File: config.mk
export PLATFORM = sky130hd
export DESIGN_NAME = outport_arbiter
export DESIGN_NICKNAME = d
export VERILOG_FILES = /design/src/rtl/outport_arbiter_pkg.sv /design/src/rtl/outport_arbiter_rr_pick.sv /design/src/rtl/outport_arbiter.sv
export VERILOG_INCLUDE_DIRS = /design/src /design/src/rtl
export SDC_FILE = /design/constraint.sdc
export NUM_CORES = 1
export LEC_CHECK = 0
export ABC_AREA = 1
export BUFFER_PORTS_ARGS = -buffer_cell sky130_fd_sc_hd__clkbuf_2
export CAP_MARGIN = 5
export CORE_MARGIN = 5
export CORE_UTILIZATION = 34
export DETAILED_ROUTE_END_ITERATION = 6
export GPL_ROUTABILITY_DRIVEN = 1
export PLACE_DENSITY_LB_ADDON = 0.15
export SLEW_MARGIN = 0
export SYNTH_ARGS = -nofsm -noshare
export SYNTH_HDL_FRONTEND = slang
export SYNTH_HIERARCHICAL = 1
export SYNTH_SLANG_ARGS = --single-unit
File: constraint.sdc
create_clock -name clk -period 5.7 [get_ports clk]
set_clock_uncertainty 0.05 [all_clocks]
set_input_delay 1.425 -clock clk [delete_from_list [all_inputs] [get_ports clk]]
set_output_delay 1.425 -clock clk [all_outputs]
set_load 0.1 [all_outputs]
File: src/rtl/noc_pkt.vh
// Shared NoC flit field widths and control-word bit positions.
// The control word is {next-hop select, tail, dest} from MSB to LSB.
`ifndef NOC_PKT_VH
`define NOC_PKT_VH
`define DATAWIDTH    32
`define DESTWIDTH    4
`define TAILBIT      `DESTWIDTH
`define NEXTHOPWIDTH 5
`define NEXTHOPBIT   (`DESTWIDTH+1)
`define CTRLWIDTH    (`NEXTHOPBIT+`NEXTHOPWIDTH)
`endif

File: src/rtl/outport_arbiter_pkg.sv
// Types, widths and the control-word builder shared by the output-port arbiter.
// All field widths come from noc_pkt.vh so the arbiter tracks the packet format.
`include "noc_pkt.vh"

package outport_arbiter_pkg;

  localparam int DATA_W   = `DATAWIDTH;
  localparam int DEST_W   = `DESTWIDTH;
  localparam int TAIL_BIT = `TAILBIT;
  localparam int NH_W     = `NEXTHOPWIDTH;
  localparam int NH_BIT   = `NEXTHOPBIT;
  localparam int CTRL_W   = `CTRLWIDTH;

  typedef enum logic {
    ST_IDLE = 1'b0,
    ST_LOCK = 1'b1
  } arb_state_t;

  function automatic logic [CTRL_W-1:0] make_ctrl(
    input logic [DEST_W-1:0] dest,
    input logic              tail,
    input logic [NH_W-1:0]   nh
  );
    logic [CTRL_W-1:0] c;
    c                  = '0;
    c[DEST_W-1:0]      = dest;
    c[TAIL_BIT]        = tail;
    c[NH_BIT +: NH_W]  = nh;
    return c;
  endfunction

endpackage

File: src/rtl/outport_arbiter_rr_pick.sv
// Round-robin priority pick: first requester at or after i_ptr, wrapping.
// Purely combinational; o_gnt is zero when nothing requests.
module rr_pick #(
  parameter int N  = 4,
  parameter int IW = $clog2(N)
) (
  input  logic [N-1:0]  i_req,
  input  logic [IW-1:0] i_ptr,
  output logic [N-1:0]  o_gnt,
  output logic [IW-1:0] o_idx
);

  always_comb begin
    int   j;
    logic found;
    j     = 0;
    found = 1'b0;
    o_gnt = '0;
    o_idx = '0;
    for (int k = 0; k < N; k++) begin
      j = int'(i_ptr) + k;
      if (j >= N) j = j - N;
      if (!found && i_req[j]) begin
        found    = 1'b1;
        o_idx    = IW'(j);
        o_gnt[j] = 1'b1;
      end
    end
  end

endmodule

File: src/rtl/outport_arbiter.sv
// Output-port arbiter: round-robin packet-locked grant over NUM_IN FIFO heads, pops same cycle, output registered one cycle later.
// Stalls without pop or grant change when out_sendok=0; define OUTPORT_ARB_STATS_EN for pkt_count/stall_count.
`include "noc_pkt.vh"

module outport_arbiter
  import outport_arbiter_pkg::*;
#(
  parameter int NUM_IN   = 4,
  parameter int PORT_IDX = 0
) (
  input  logic                              clk,
  input  logic                              rst,
  input  logic [NUM_IN-1:0]                 in_avail,
  input  logic [NUM_IN*`NEXTHOPWIDTH-1:0]   in_sel,
  input  logic [NUM_IN*`DATAWIDTH-1:0]      in_q,
  input  logic [NUM_IN*(`DESTWIDTH+1)-1:0]  in_controlq,
  input  logic [NUM_IN*`NEXTHOPWIDTH-1:0]   in_to,
  output logic [NUM_IN-1:0]                 in_rd,
  input  logic                              out_sendok,
  output logic                              out_we,
  output logic [`DATAWIDTH-1:0]             out_d,
  output logic [`CTRLWIDTH-1:0]             out_control,
  output logic                              busy
`ifdef OUTPORT_ARB_STATS_EN
  ,
  output logic [15:0]                       pkt_count,
  output logic [15:0]                       stall_count
`endif
);

  localparam int IW = $clog2(NUM_IN);
  localparam int CW = DEST_W + 1;

  arb_state_t          r_state;
  logic [IW-1:0]       r_last;
  logic [IW-1:0]       r_owner;
  logic                r_busy;
  logic                r_out_we;
  logic [DATA_W-1:0]   r_out_d;
  logic [CTRL_W-1:0]   r_out_ctrl;

  logic [NUM_IN-1:0]   w_req;
  logic [NUM_IN-1:0]   w_pick_gnt;
  logic [IW-1:0]       w_pick_idx;
  logic [IW-1:0]       w_ptr;
  logic [IW-1:0]       w_gnt;
  logic [NUM_IN-1:0]   w_rd;
  logic                w_pop;
  logic [DATA_W-1:0]   w_d;
  logic [DEST_W-1:0]   w_dest;
  logic                w_tail;
  logic [NH_W-1:0]     w_to;
  logic                w_unused_sel;

  // Only this port's bit of each sel bus matters here.
  assign w_unused_sel = ^in_sel;

  always_comb begin
    w_req = '0;
    for (int i = 0; i < NUM_IN; i++) begin
      w_req[i] = in_avail[i] & in_sel[i*NH_W + PORT_IDX];
    end
  end

  assign w_ptr = (r_last == IW'(NUM_IN-1)) ? '0 : r_last + IW'(1);

  rr_pick #(.N(NUM_IN), .IW(IW)) u_pick (
    .i_req (w_req),
    .i_ptr (w_ptr),
    .o_gnt (w_pick_gnt),
    .o_idx (w_pick_idx)
  );

  // In IDLE the fresh pick pops in the same cycle, so single-flit packets never lock.
  always_comb begin
    w_gnt = (r_state == ST_LOCK) ? r_owner : w_pick_idx;
    w_rd  = '0;
    if (!rst && out_sendok) begin
      if (r_state == ST_LOCK) w_rd[r_owner] = w_req[r_owner];
      else                    w_rd          = w_pick_gnt;
    end
  end

  assign w_pop = |w_rd;
  assign in_rd = w_rd;

  always_comb begin
    w_d    = '0;
    w_dest = '0;
    w_tail = 1'b0;
    w_to   = '0;
    for (int i = 0; i < NUM_IN; i++) begin
      if (w_gnt == IW'(i)) begin
        w_d    = in_q[i*DATA_W +: DATA_W];
        w_dest = in_controlq[i*CW +: DEST_W];
        w_tail = in_controlq[i*CW + TAIL_BIT];
        w_to   = in_to[i*NH_W +: NH_W];
      end
    end
  end

  always_ff @(posedge clk) begin
    if (rst) begin
      r_state    <= ST_IDLE;
      r_last     <= IW'(NUM_IN-1);
      r_owner    <= '0;
      r_busy     <= 1'b0;
      r_out_we   <= 1'b0;
      r_out_d    <= '0;
      r_out_ctrl <= '0;
    end else begin
      r_out_we <= w_pop;
      if (w_pop) begin
        r_out_d    <= w_d;
        r_out_ctrl <= make_ctrl(w_dest, w_tail, w_to);
        if (w_tail) begin
          r_state <= ST_IDLE;
          r_busy  <= 1'b0;
          r_last  <= w_gnt;
        end else begin
          r_state <= ST_LOCK;
          r_busy  <= 1'b1;
          r_owner <= w_gnt;
        end
      end
    end
  end

  assign out_we      = r_out_we;
  assign out_d       = r_out_d;
  assign out_control = r_out_ctrl;
  assign busy        = r_busy;

`ifdef OUTPORT_ARB_STATS_EN
  logic [15:0] r_pkt_cnt;
  logic [15:0] r_stall_cnt;

  always_ff @(posedge clk) begin
    if (rst) begin
      r_pkt_cnt   <= '0;
      r_stall_cnt <= '0;
    end else begin
      if (w_pop && w_tail) r_pkt_cnt <= r_pkt_cnt + 16'd1;
      if (r_state == ST_LOCK && !out_sendok && r_stall_cnt != 16'hFFFF)
        r_stall_cnt <= r_stall_cnt + 16'd1;
    end
  end

  assign pkt_count   = r_pkt_cnt;
  assign stall_count = r_stall_cnt;
`endif

endmodule

# Word level (Yosys, flattened, before mapping)
# Cells that the tools add are included.
# word_totals
ff_bits	48
inputBits	195
elab_cells	118
# classes
n_addsub	8
n_lt_le_gt_ge	14
n_eq_ne	4
muxes	60
bitwise	9
n_reduce_logical	17
# op_table
op	count
$mux 32	8
$ge 32x1->1 const B	4
$lt 32x4->1 const B	4
$ge 32x4->1 const B	3
$sub 32x4->32 const B	3
$mux 4	10
$mux 1	22
$mux 5	4
$mux 2	6
$or 4x4->4	3
$bmux 1 s2	5
$demux 1 s2	5
$logic_and 1x1->1	9
$add 2x2->3 const B	2
$eq 2x2->1 const B	3
$and 1x1->1	4
$and 4x4->4	1
$logic_not 1->1	4
$reduce_and 2->1	2
$reduce_or 4->1	1
$sub 2x3->4 const B	1
$add 2x1->3 const B	1
$ge 2x3->1 const B	1
$lt 2x3->1 const B	1
other kinds (5)	5

# Depth between registers and ports, before layout
# logic_depth
ltp_word	25
ltp_mapped	23
ltp_nobuf	22

# Cells and area by module
# Netlist, hierarchy kept.
# by_module_without_submodules
module	n_inst	cells_per_inst	area_per_inst_um2
outport_arbiter	1	505	3072.9
rr_pick	1	85	553.0

# Worst setup path after synthesis
# OpenSTA, ideal clock, no wires.
# synth_path
path_type	input to output
from	input port in_avail[1]
to	output port in_rd[0]
arrival_ns	4.593
t_required_ns	4.225
slack_ns	-0.368
stages	12
path_cell_list	nand2_1 -> inv_1 -> nand2_1 -> nand2_4 -> nand2_8 -> nand2_8 -> nor2_8 -> nand3_1 -> nand3_1 -> nor2_1 -> nor2_1 -> a21boi_0
# synth_between
elab_chain_cells	16
elab_cells_between_ends	34
cone_classes	mux (23); bitwise (5); reduce/logical (6)
# synth_rtl
element	line	text
start, declared	outport_arbiter.sv:13	input logic [NUM_IN-1:0] in_avail,
$and 1x1->1 *	outport_arbiter.sv:61	w_req[i] = in_avail[i] & in_sel[i*NH_W + PORT_IDX];
named net w_req[1]	outport_arbiter.sv:42	logic [NUM_IN-1:0] w_req;
$bmux 1 s2	outport_arbiter_rr_pick.sv:23	if (!found && i_req[j]) begin
$mux 1 (not written as such) (2 in a row)	outport_arbiter_rr_pick.sv:23	
$mux 1	outport_arbiter_rr_pick.sv:23	
$logic_not 1->1	outport_arbiter_rr_pick.sv:23	
$logic_and 1x1->1	outport_arbiter_rr_pick.sv:23	
$mux 1	outport_arbiter_rr_pick.sv:23	
$logic_not 1->1	outport_arbiter_rr_pick.sv:23	
$logic_and 1x1->1	outport_arbiter_rr_pick.sv:23	
$mux 1	outport_arbiter_rr_pick.sv:23	
$logic_not 1->1	outport_arbiter_rr_pick.sv:23	
$logic_and 1x1->1	outport_arbiter_rr_pick.sv:23	
$mux 4 *	outport_arbiter_rr_pick.sv:23	
named net w_pick_gnt[0]	outport_arbiter.sv:43	logic [NUM_IN-1:0] w_pick_gnt;
$mux 4 *	outport_arbiter.sv:79	if (r_state == ST_LOCK) w_rd[r_owner] = w_req[r_owner];
$mux 4 *	outport_arbiter.sv:78	if (!rst && out_sendok) begin
end, declared	outport_arbiter.sv:18	output logic [NUM_IN-1:0] in_rd,
# Mark *: on every way through the listed nets, which the timed path passes. The rest lies on a longest branch. The select of a mux whose other input is x is not followed.

# Final worst setup path
# layout_path
from	input port in_avail[3]
to	output port in_rd[0]
# Same word-level chain as after synthesis.

==> impl_metrics.tcl <==
set metrics [dict create \
    run_status "finished, final reports clean" \
    post_cts_buffers 0 \
    dp.cells 924 \
    cts_tree "done" \
    drv_slew 0 \
    syn_area_um2 3630 \
    nFillCells 1128 \
    die_area_um2 12800 \
    r2r_start "r_last[0]" \
    rr_endpoint "r_last[1]" \
    drt-vias-per-instance 4.79 \
    r2r_slack_ps 1810 \
    insertion_delay_ps 300 \
    wl_per_cell_um 13.6 \
    die_w_um 113 \
    routed_wirelength_um 12700 \
    core_area_um2 10400 \
    tns_ps 0 \
    syn-num-nets 794 \
    cts.repair.resized 0 \
    ys_ff_latch 48 \
    hold_start "out_d[21]" \
    arrival_ps 3320 \
    grt_util_all_layers_pct 18.4 \
    fin_nets 999 \
    overflow 0 \
    max_slew_margin_pct 31.6 \
    clock_sinks 48 \
    io_buffers 226 \
    min_path_cells 2 \
    synth_cell_type_count 33 \
    crit_path_max_fanout 9 \
    cp-start-kind "input pin" \
    synth_area_per_cell_um2 6.15 \
    layout_common_cells "nand2_1 (265), clkbuf_2 (226), dfxtp_1 (48)" \
    antenna_found_initial 0 \
    ant_nets 0 \
    row_count 37 \
    drc 0 \
    final-instance-count-excl-fill 932 \
    hold_path_class "reg -> reg" \
    drv_cap 0 \
    synth_top_cell_area_share_pct 27.4 \
    clk_pin_slew_ps 90 \
    final_common_cell "nand2_1" \
    finalSetupViolations 0 \
    clockBufferDepth 2 \
    first_pass_iters 5 \
    critPathLaunch "in_avail[3]" \
    worst_pin_slew_ps 1020 \
    fmax_mhz 208 \
    yosysSeqAreaShare_pct 26.5 \
    synth_area_leaders "nand2_1 (27%), dfxtp_1 (27%), nand4_1 (6.6%)" \
    rsz0062_at_grt "no" \
    grt_pass1_vias 4181 \
    drt-initial-drc-count 187 \
    io_pins 243 \
    htree_levels 2 \
    initial_core_util_pct 35.0 \
    die_height_um 113 \
    cp.required_ps 4220 \
    drive_gt1_share_pct 34.0 \
    antenna_cells 0 \
    critical_path_class "in -> out" \
    gp_congestion 0.930 \
    syn_to_final_growth_pct 33.4 \
    fin_crit_sh_pct 84.2 \
    grt_pass1_wl_um 19500 \
    worstHoldEndpoint "out_d[21]" \
    rr_worst_depth 19 \
    clockRootBuffer "clkbuf_8" \
    fin_crit_ps 4800 \
    yosysWarnings 6 \
    netlist_instances 590 \
    hpwl_um 9800 \
    end_kind "output port" \
    vias 4464 \
    cts_buffers 5 \
    hold_violations 0 \
    yosysTopAreaCell "nand2_1" \
    grt_start_max_net_pins 47 \
    holdBufCountCts 0 \
]
==> cell families (layout without fill, tap and decap cells) <==
| family | count (synthesis) | in the layout | synth area share, % |
|---|---|---|---|
| AOI/OAI and AO/OA | 74 | 74 | 11.7 |
| adders and majority gates | 9 | 9 | 3.11 |
| buffers and inverters | 67 | 273 | 10.3 |
| DFF | 48 | 48 | 26.5 |
| and+or+nand+nor | 392 | 392 | 48.4 |
==> worst max-delay path: stages <==
cell and delay [ps]:
clkbuf_2 80, nand2_1 90, inv_1 80, inv_1 70, nand2_1 80, nand3_4 150
nand2_8 90, nor2_8 160, nand3_1 90, nand3_1 100, nor2_1 40, nor2_1 200
a21boi_1 180, clkbuf_2 480
==> flip-flops by register name, summed over array words and instances, names as in the netlist <==
name	flops
out_we	1
out_d	32
r_owner	2
busy	1
r_last	2
out_control	10
==> worst max-delay path by stage <==
stage	cells after the start	to
after floorplan	12	in_rd[0]
after global placement	14	in_rd[0]
after detailed placement	14	in_rd[0]
after CTS	13	in_rd[0]
after global routing	14	in_rd[0]
final	14	in_rd[0]
==> synth_stat cells (all sizes together) <==
library cell	n
ha	9
dfxtp	48
buf	28
o21ai	50
nor2	37
nand2	277
o22ai	3
a21boi	5
a21o	3
nand3	40
a21oi	13
bufinv	1
inv	34
nand4	38
clkbuf	4
==> metal layers <==
layer / wire length [um] / vias up / track usage (%)
met4: 205 / 0 / 4.17
met3: 955 / 22 / 4.44
met5: 0 / - / 0
met1: 5150 / 1960 / 22.1
met2: 6400 / 159 / 32.9
li1: - / 2323 / -
==> layout make-up <==
class | count | area [um^2] | share of cell area [%]
Multi-Input combinational cell | 475 | 2300 | 47.5
Clock inverter | 1 | 7.51 | 0.155
Clock buffer | 7 | 86.3 | 1.78
Sequential cell | 48 | 961 | 19.9
Timing Repair Buffer | 230 | 1160 | 24.0
Tap cell | 136 | 170 | 3.52
Inverter | 35 | 155 | 3.21
==> stage by stage <==
step                hold WS [ps]  worst slack (ps)  cell area (um^2)  utilization [%]
global placement             400               954              4740             45.8
detailed placement           409               922              4740             45.8
CTS                          430               909              4840             46.7
global route                 446               755              4840             46.7
floorplan                    383               361              3630                -
finish                       423               903              4840             46.7
Power is not shown: default switching activity piles up to over one toggle a cycle in this logic, so the estimate is an artifact.
